<file path="config.mk">
export PLATFORM = sky130hd
export DESIGN_NAME = tdc_meas_seq
export DESIGN_NICKNAME = d
export VERILOG_FILES = /design/src/rtl/tdc_meas_seq.sv
export SDC_FILE = /design/constraint.sdc
export NUM_CORES = 1
export LEC_CHECK = 0
export CAP_MARGIN = 20
export CORE_UTILIZATION = 50
export DETAILED_ROUTE_END_ITERATION = 16
export HOLD_SLACK_MARGIN = 0.12
export PLACE_DENSITY = 0.76
export RECOVER_POWER = 25
export SETUP_SLACK_MARGIN = 0.4
export SYNTH_ARGS = -nofsm -noshare
export SYNTH_HDL_FRONTEND = slang
export SYNTH_SLANG_ARGS = --single-unit
</file>
<file path="constraint.sdc">
create_clock -name clk -period 4.5 [get_ports clk]
set_clock_uncertainty 0.2 [all_clocks]
set_input_delay 0.9 -clock clk [delete_from_list [all_inputs] [get_ports clk]]
set_output_delay 0.9 -clock clk [all_outputs]
set_load 0.1 [all_outputs]
</file>
<file path="src/rtl/tdc_meas_seq.sv">
// ----------------------------------------------------------------------------
// tdc_meas_seq
//
// Measurement sequencer for the HSC TDC (tdc_top). A start command kicks off a
// burst of launch/capture cycles. Each sample pulses clk_launch and val_in
// together and flips pg_tog. After a programmable gap it pulses clk_capture.
// It then waits for the TDC to return a hamming-weight result on hw/val_out.
// Collected results are folded into sum / minimum / maximum statistics.
//
// Ports
//   clk, rst       system clock, asynchronous active-high reset
//   en             enable; dropping it aborts a run to IDLE (no done pulse)
//   start          begin a run (only honoured in IDLE)
//   n_samples      samples per run (0 is treated as 1)
//   gap_cfg        idle cycles between launch pulse and capture pulse
//   clk_launch     launch pulse to the TDC
//   clk_capture    capture pulse to the TDC
//   val_in         valid flag to the TDC, coincident with clk_launch
//   pg_tog         pattern toggle, flips once per sample
//   hw, val_out    TDC result and its valid strobe
//   busy           a run is in progress
//   done           one-cycle pulse at the normal end of a run
//   err_timeout    the run ended because a result never arrived
//   sum            sum of collected hw values
//   hw_min         smallest collected hw value
//   hw_max         largest collected hw value
//   n_got          number of samples collected in the last run
//
// All outputs come straight from flops. The strobe-type outputs are computed
// from the next state, so they are high for exactly the cycles spent in
// their named state.
// ----------------------------------------------------------------------------
module tdc_meas_seq #(
    parameter int N       = 64,
    parameter int HW_W    = $clog2(N) + 1,
    parameter int CNT_W   = 8,
    parameter int GAP_W   = 4,
    parameter int TIMEOUT = 16
) (
    input  logic                  clk,
    input  logic                  rst,
    input  logic                  en,
    input  logic                  start,
    input  logic [CNT_W-1:0]      n_samples,
    input  logic [GAP_W-1:0]      gap_cfg,
    output logic                  clk_launch,
    output logic                  clk_capture,
    output logic                  val_in,
    output logic                  pg_tog,
    input  logic [HW_W-1:0]       hw,
    input  logic                  val_out,
    output logic                  busy,
    output logic                  done,
    output logic                  err_timeout,
    output logic [HW_W+CNT_W-1:0] sum,
    output logic [HW_W-1:0]       hw_min,
    output logic [HW_W-1:0]       hw_max,
    output logic [CNT_W-1:0]      n_got
);

    localparam int SUM_W = HW_W + CNT_W;
    localparam int TMO_W = $clog2(TIMEOUT) + 1;

    localparam logic [TMO_W-1:0] TMO_LAST = TMO_W'(TIMEOUT - 1);
    localparam logic [CNT_W-1:0] CNT_ONE  = CNT_W'(1);
    localparam logic [GAP_W-1:0] GAP_ONE  = GAP_W'(1);

    typedef enum logic [2:0] {
        S_IDLE,
        S_LAUNCH,
        S_GAP,
        S_CAPTURE,
        S_WAIT,
        S_DONE
    } state_t;

    state_t state_reg;
    state_t state_next;

    // Run configuration, latched when a start is accepted
    logic [CNT_W-1:0] count_reg;
    logic [GAP_W-1:0] gap_cfg_reg;

    // Per-sample counters
    logic [GAP_W-1:0] gap_cnt_reg;
    logic [TMO_W-1:0] tmo_cnt_reg;

    // Output registers
    logic             clk_launch_reg;
    logic             clk_capture_reg;
    logic             val_in_reg;
    logic             pg_tog_reg;
    logic             busy_reg;
    logic             done_reg;
    logic             err_timeout_reg;
    logic [SUM_W-1:0] sum_reg;
    logic [HW_W-1:0]  hw_min_reg;
    logic [HW_W-1:0]  hw_max_reg;
    logic [CNT_W-1:0] n_got_reg;

    // Qualified events
    logic accept_start;
    logic take_sample;
    logic tmo_expire;
    logic last_sample;

    assign accept_start = en && (state_reg == S_IDLE) && start;
    assign take_sample  = en && (state_reg == S_WAIT) && val_out;
    // A result arriving in the expiry cycle takes priority over the timeout
    assign tmo_expire   = en && (state_reg == S_WAIT) && !val_out
                          && (tmo_cnt_reg == TMO_LAST);
    assign last_sample  = (n_got_reg + CNT_ONE) == count_reg;

    // ------------------------------------------------------------------
    // State register
    // ------------------------------------------------------------------
    always_ff @(posedge clk or posedge rst) begin
        if (rst) begin
            state_reg <= S_IDLE;
        end else begin
            state_reg <= state_next;
        end
    end

    // ------------------------------------------------------------------
    // Next-state logic
    // ------------------------------------------------------------------
    always_comb begin
        state_next = state_reg;
        if (!en) begin
            state_next = S_IDLE;
        end else begin
            case (state_reg)
                S_IDLE: begin
                    if (start) begin
                        state_next = S_LAUNCH;
                    end
                end
                S_LAUNCH: begin
                    // A zero gap skips GAP entirely: capture lands one cycle
                    // after launch.
                    if (gap_cfg_reg == '0) begin
                        state_next = S_CAPTURE;
                    end else begin
                        state_next = S_GAP;
                    end
                end
                S_GAP: begin
                    // Counter is loaded with gap_cfg (>=1) on entry, so GAP
                    // lasts exactly gap_cfg cycles.
                    if (gap_cnt_reg <= GAP_ONE) begin
                        state_next = S_CAPTURE;
                    end
                end
                S_CAPTURE: begin
                    state_next = S_WAIT;
                end
                S_WAIT: begin
                    if (val_out) begin
                        if (last_sample) begin
                            state_next = S_DONE;
                        end else begin
                            state_next = S_LAUNCH;
                        end
                    end else if (tmo_cnt_reg == TMO_LAST) begin
                        state_next = S_DONE;
                    end
                end
                S_DONE: begin
                    state_next = S_IDLE;
                end
                default: begin
                    state_next = S_IDLE;
                end
            endcase
        end
    end

    // ------------------------------------------------------------------
    // Datapath and registered outputs
    // ------------------------------------------------------------------
    always_ff @(posedge clk or posedge rst) begin
        if (rst) begin
            count_reg       <= '0;
            gap_cfg_reg     <= '0;
            gap_cnt_reg     <= '0;
            tmo_cnt_reg     <= '0;
            clk_launch_reg  <= 1'b0;
            clk_capture_reg <= 1'b0;
            val_in_reg      <= 1'b0;
            pg_tog_reg      <= 1'b0;
            busy_reg        <= 1'b0;
            done_reg        <= 1'b0;
            err_timeout_reg <= 1'b0;
            sum_reg         <= '0;
            hw_min_reg      <= '0;
            hw_max_reg      <= '0;
            n_got_reg       <= '0;
        end else begin
            clk_launch_reg  <= (state_next == S_LAUNCH);
            val_in_reg      <= (state_next == S_LAUNCH);
            clk_capture_reg <= (state_next == S_CAPTURE);
            busy_reg        <= (state_next != S_IDLE);
            done_reg        <= (state_next == S_DONE);

            // Flip alongside the rising launch pulse so the TDC sees the new
            // pattern for the sample being launched.
            if (state_next == S_LAUNCH) begin
                pg_tog_reg <= ~pg_tog_reg;
            end

            if (state_reg == S_LAUNCH) begin
                gap_cnt_reg <= gap_cfg_reg;
            end else if (state_reg == S_GAP) begin
                gap_cnt_reg <= gap_cnt_reg - GAP_ONE;
            end

            if (state_reg == S_CAPTURE) begin
                tmo_cnt_reg <= '0;
            end else if (state_reg == S_WAIT) begin
                tmo_cnt_reg <= tmo_cnt_reg + TMO_W'(1);
            end

            if (accept_start) begin
                count_reg       <= (n_samples == '0) ? CNT_ONE : n_samples;
                gap_cfg_reg     <= gap_cfg;
                sum_reg         <= '0;
                n_got_reg       <= '0;
                err_timeout_reg <= 1'b0;
                hw_min_reg      <= '1;
                hw_max_reg      <= '0;
            end

            if (take_sample) begin
                sum_reg   <= sum_reg + SUM_W'(hw);
                n_got_reg <= n_got_reg + CNT_ONE;
                if (hw < hw_min_reg) begin
                    hw_min_reg <= hw;
                end
                if (hw > hw_max_reg) begin
                    hw_max_reg <= hw;
                end
            end

            if (tmo_expire) begin
                err_timeout_reg <= 1'b1;
            end
        end
    end

    assign clk_launch  = clk_launch_reg;
    assign clk_capture = clk_capture_reg;
    assign val_in      = val_in_reg;
    assign pg_tog      = pg_tog_reg;
    assign busy        = busy_reg;
    assign done        = done_reg;
    assign err_timeout = err_timeout_reg;
    assign sum         = sum_reg;
    assign hw_min      = hw_min_reg;
    assign hw_max      = hw_max_reg;
    assign n_got       = n_got_reg;

endmodule

</file>
==> impl_metrics.toml, run 1 <==
[synth]
post-synth-top-count-cell = "nand2_1"
synthesis.area_mm2 = 0.004073
ys_types = 60
syn_inst = 463
ys_warn_count = 0
synth_seq_area_share_pct = 41.17
synthArstFlopShare_pct = 100.0
synth-main-ff-cell = "dfrtp_1"
synth.top_cells.by_count = "86 x nand2_1, 67 x dfrtp_1, 29 x inv_1"
yosysTopAreaCellShare_pct = 41.17
synth-seq-cells = 67
synth_edf_count = 0
synth.net_count = 513
yosysTopAreaCell = "dfrtp_1"
syn_avg_cell_area_um2 = 8.796
synth_area_leaders = "dfrtp_1 41%, nand2_1 7.9%, ha_1 7.7%"

[global_route]
grt_pass1_wl_um = 16420
antenna_found_initial = 0
grtUsageTotal_pct = 24.27
globalRouteOverflowTotal = 0
grt_max_degree = 53
grt_pass1_vias = 3468

[critical_path]
crit_fanout = 7
r2r_slack_ns = 1.54
critical_path_class = "input port to flop"
cp-end-kind = "flop"
cp-startpoint = "hw[0]"
r2r_cells = 5
critPathRequiredTime_ns = 4.53
arrival_ns = 3.38
crit_end = "sum[12]"
r2r_end = "sum[9]"
timing.rr.start = "state_reg[1]"
crit_path_start_kind = "input port"

[routing]
avgViaCountPerCell = 5.749
vias = 3616
dr.first_iter.drc_count = 202
wl_um = 9767
ant_nets = 0
wl_per_cell_um = 15.53
drc_errors = 0
firstDrtPassIters = 4

[cts]
clk_root_buffer_cell = "clkbuf_8"
ctsHoldBuffers = 0
clk_path_buf_depth = 2
clkSinkCount = 67
tritoncts = "done"
cts.repair.resized = 0
clock_latency_ns = 0.35
path_clk_slew_ns = 0.07
cts_buffers = 9
post_cts.repair.setup_buffers = 0
h-tree-depth = 3

[timing]
setup-violations-final = 0
drv_slew = 0
clock.fmax_mhz = 299.2
relSlewSlack_pct = 13.46
final_hold_viol_count = 0
finalCritPeriodShare_pct = 74.27
worst_slew_pin_slew_ns = 1.298
period_needed_ns = 3.342
whs_ns = 0.2746
rsz0062_at_grt = "no"
fin_ws_ns = 1.158
finalSetupTns_ns = 0

[power_and_ir_drop]
peakVddDrop_uv = 215.9
p_int_uw = 1207
pwr-share-comb_pct = 27.0
pwr-share-clk_pct = 33.2
pwr-share-seq_pct = 39.8
p_sw_share_pct = 34.71
leakagePower_uw = 0.002227
p_switching_uw = 641.8
p_per_area_mw_per_mm2 = 366.8

[cells_and_area]
largest_register_ffs = 15
ff_latch_area_mm2 = 0.001677
antennaDiodeCount = 0
syn_to_final_growth_pct = 23.75
nNetsFinal = 572
nFillCells = 670
multi_input_area_mm2 = 0.002190
drive_above_1_share_pct = 6.641

[placement]
dp_slack_ns = 0.8311
io_buffers = 67
dp_hpwl_um = 6633
place.gp.congestion = 0.8356

[floorplanning]
num_io_pins = 68
die-area_mm2 = 0.008510
coreArea_mm2 = 0.007807
rows = 32
die_h_um = 92.25
die_w_um = 92.25
start_util_pct = 52.16

[worst_hold_path]
hold_path_class = "flop to flop"
hold_start = "pg_tog"

[outcome]
status = "finished, final reports clean"

[run]
max_cap_violations = 0
-- layout by cell type, fill, tap and decap left out, types with 3 or more instances in the layout --
cell type,count
a31oi_1,3
clkdlybuf4s50_1,66
a21oi_2,3
mux2i_1,9
nor2b_1,4
ha_1,25
o21ai_0,18
a2111oi_1,5
clkbuf_8,13
xnor2_1,8
o311ai_0,8
nand2b_1,7
o211ai_1,5
o31ai_1,6
a211oi_1,3
a21oi_1,21
nand2_1,86
xor2_1,7
nor2_1,28
and3_1,5
nand3_1,25
dfrtp_1,67
a21o_1,7
nor3_1,19
inv_1,29
-- through the flow --
| stage | utilization (%) | cell area, um^2 | total power [uW] | instances |
|---|---|---|---|---|
| 5_1_grt | 64.55 | 5040 | 1940 | 629 |
| 4_1_cts | 64.58 | 5042 | 1856 | 629 |
| 6_report | 64.55 | 5040 | 1849 | 629 |
| 3_3_place_gp | 61.43 | 4796 | 1230 | 613 |
| 2_1_floorplan | - | 4073 | 1114 | 463 |
| 3_5_place_dp | 61.43 | 4796 | 1245 | 613 |
-- per-layer routing --
layer / wire [um] / up-vias / share of wire, % / track usage [%]
met5: 0 / - / 0 / 0
met4: 133 / 0 / 1.4 / 7.813
met3: 402 / 11 / 4.1 / 4.809
met2: 4691 / 80 / 48 / 38.74
met1: 4539 / 1766 / 46 / 33.10
li1: - / 1759 / - / -
-- how the worst min path moves through the flow --
stage / to / slack [ns] / cells past startpoint
2_1_floorplan: gap_cfg_reg[3] / 0.25 / 2
3_3_place_gp: pg_tog / 0.26 / 1
3_5_place_dp: pg_tog / 0.26 / 1
4_1_cts: pg_tog / 0.27 / 1
5_1_grt: pg_tog / 0.31 / 1
6_report: pg_tog / 0.27 / 1
-- kinds of logic (layout without fill, tap and decap cells) --
group / count (synthesis) / in the layout / synth area share [%]
AO/OA/AOI/OAI: 104 / 104 / 18.13
flip-flops: 67 / 67 / 41.17
buffers and inverters: 51 / 115 / 5.069
multiplexers: 9 / 9 / 2.212
adder cells (fa/ha/maj): 26 / 26 / 8.172
XOR/XNOR: 15 / 15 / 3.226
AND/OR/NAND/NOR: 191 / 191 / 22.03
-- cell type report --
cell class	count	area share, %
multi-input cells	345	43.45
clock buffers	13	3.550
well taps	102	2.532
repair buffers	70	13.70
flip-flops and latches	67	33.27
clock inverters	3	1.341
inverters	29	2.160
-- worst max-delay path, stage by stage --
cell and delay [ns]:
clkdlybuf4s50_1 0.49, ha_1 0.27, fa_1 0.40, a21o_1 0.19
a21oi_1 0.21, o21bai_1 0.12, a31oi_1 0.49, o311ai_0 0.21
o41ai_1 0.09
-- power groups by stage --
| stage | clock network, uW | logic, uW | registers, uW |
|---|---|---|---|
| finish | 613 | 500 | 736 |
| detailed placement | 0 | 498 | 747 |
| global route | 644 | 549 | 748 |
| global placement | 0 | 486 | 743 |
| floorplan | 0 | 259 | 855 |
| CTS | 619 | 501 | 736 |
Power figures use the tool's default switching activity.
==> inputs of run 2 (changes only) <==
Settings changed: CORE_UTILIZATION 50 to 49, PLACE_DENSITY 0.76 to 0.77.
Clock period 4.5 ns to 3.05 ns, I/O delays scaled along.
==> run 2 against run 1 <==
Against the previous run:
- wire length grew 1.8%
- hold slack lost 0.0025 ns
- non-clock buffer count grew 19
- core utilization grew 0.72 points
- cell count grew 3.0%
- setup slack lost 0.75 ns
- flip-flop and latch count is the same
- sequential power grew 47%
- critical path depth shrank 1
- largest power group unchanged
==> impl_metrics.toml, run 2 (synthesis results as in run 1) <==
[global_route]
grt_max_degree = 28
grt_pass1_wl_um = 16420
antenna_found_initial = 0
grt_pass1_vias = 3493
grtUsageTotal_pct = 24.08
globalRouteOverflowTotal = 0

[power_and_ir_drop]
p_per_area_mw_per_mm2 = 525.2
peakVddDrop_uv = 272.8
leakagePower_uw = 0.002379

[critical_path]
critPathRequiredTime_ns = 3.07
crit_path_start_kind = "input port"
cp-end-kind = "flop"
critical_path_class = "input port to flop"
timing.rr.start = "state_reg[1]"
arrival_ns = 2.66
crit_fanout = 7
cp-startpoint = "hw[0]"

[floorplanning]
die_h_um = 93.17
coreArea_mm2 = 0.007888
num_io_pins = 68
rows = 32
die-area_mm2 = 0.008680
die_w_um = 93.17
start_util_pct = 51.63

[cells_and_area]
final_cell_mix = "86 x nand2_1, 64 x buf_4, 61 x dfrtp_1"
nNetsFinal = 591
nFillCells = 656
postLayoutCellArea_mm2 = 0.005149
syn_to_final_growth_pct = 26.42
final_cells = 648
ff_latch_area_mm2 = 0.001684
multi_input_area_mm2 = 0.002283
antennaDiodeCount = 0
mostFrequentLayoutCell = "nand2_1"
drive_above_1_share_pct = 21.61
largest_register_ffs = 15

[cts]
path_clk_slew_ns = 0.07
clk_root_buffer_cell = "clkbuf_8"
clkSinkCount = 67
clk_path_buf_depth = 2
ctsHoldBuffers = 0
h-tree-depth = 3
tritoncts = "done"
cts_buffers = 9
clock_latency_ns = 0.35

[timing]
period_needed_ns = 2.643
drv_slew = 0
setup-violations-final = 0
finalCritPeriodShare_pct = 86.66
clock.fmax_mhz = 378.3
worst_slew_pin_slew_ns = 0.8168
relSlewSlack_pct = 45.49
rsz0062_at_grt = "yes"
whs_ns = 0.2721
finalSetupTns_ns = 0
fin_ws_ns = 0.4068
final_hold_viol_count = 0

[routing]
drc_errors = 0
dr.first_iter.drc_count = 165
wl_per_cell_um = 15.35
ant_nets = 0
wl_um = 9947
firstDrtPassIters = 5
vias = 3714
avgViaCountPerCell = 5.731

[placement]
dp_slack_ns = -0.1772
dp_hpwl_um = 7199
placed_cells = 631
placed_area_mm2 = 0.004847
place.gp.congestion = 0.8435
io_buffers = 67

[outcome]
status = "finished, final reports clean"

[run]
max_cap_violations = 0

[worst_hold_path]
hold_start = "pg_tog"
hold_path_class = "flop to flop"
-- run 2: cell types whose count changed in the layout (fill, tap and decap cells not counted), moves of 4 or more --
cell	previous run	this run
dfrtp_1	67	61
clkdlybuf4s50_1	66	21
buf_4	2	64
a2111oi_2	0	4
dfrtp_2	0	6
ha_1	25	21
-- run 2: layout make-up --
class | count | share of cell area, %
Multi-Input combinational cell | 345 | 44.35
Sequential cell | 67 | 32.71
Timing Repair Buffer | 89 | 13.95
Clock buffer | 11 | 2.940
Tap cell | 102 | 2.479
Inverter | 29 | 2.114
Clock inverter | 5 | 1.458
-- run 2: path summary, 6_finish.rpt --
kind | depth (start not counted) | endpoint | slack (ns)
max in group asynchronous | 3 | gap_cnt_reg[3] | 0.84
setup reg to reg | 4 | sum[9] | 0.72
setup / recovery | 8 | hw_min[2] | 0.41
hold / removal | 1 | pg_tog | 0.27
hold reg to reg | 1 | pg_tog | 0.27
min in group asynchronous | 2 | hw_max[6] | 0.66
-- run 2: per-layer routing --
metal	track usage (%)	up-vias	share of wire, %
met5	0	-	0
met4	8.462	0	1.6
met1	34.38	1781	47
met3	4.959	16	4.7
li1	-	1800	-
met2	36.15	117	46
-- run 2: critical path, cell delays in order --
cell and delay, ns:
clkdlybuf4s50_1 0.45, buf_4 0.17, nand2b_1 0.14, a21o_1 0.17, a21o_1 0.19, a211o_2 0.44
a2111oi_1 0.39, nor3_1 0.11
-- run 2: stage by stage --
step / utilization [%] / total power [uW]
3_3_place_gp: 61.45 / 1833
5_1_grt: 65.28 / 2839
2_1_floorplan: - / 1645
4_1_cts: 64.77 / 2703
6_report: 65.28 / 2704
3_5_place_dp: 61.45 / 1858
-- run 2: where the power goes --
part,internal [uW],total (uW),switching [uW]
Combinational,253,771,518
Clock,501,849,348
Sequential,994,1080,89.9
Total,1750,2700,956
-- run 2: what timing repair did --
| item | CTS | global route |
|---|---|---|
| setup endpoints to repair | 13 | 8 |
| resized for setup | 9 | 12 |
| pin swaps | 1 | 3 |
| setup buffers | 1 | 0 |
==> inputs of run 3 (changes only) <==
Settings changed: CTS_CLUSTER_SIZE set to 28.
==> results of run 3 <==
Final layout, timing and power as in run 2 (identical DEF).
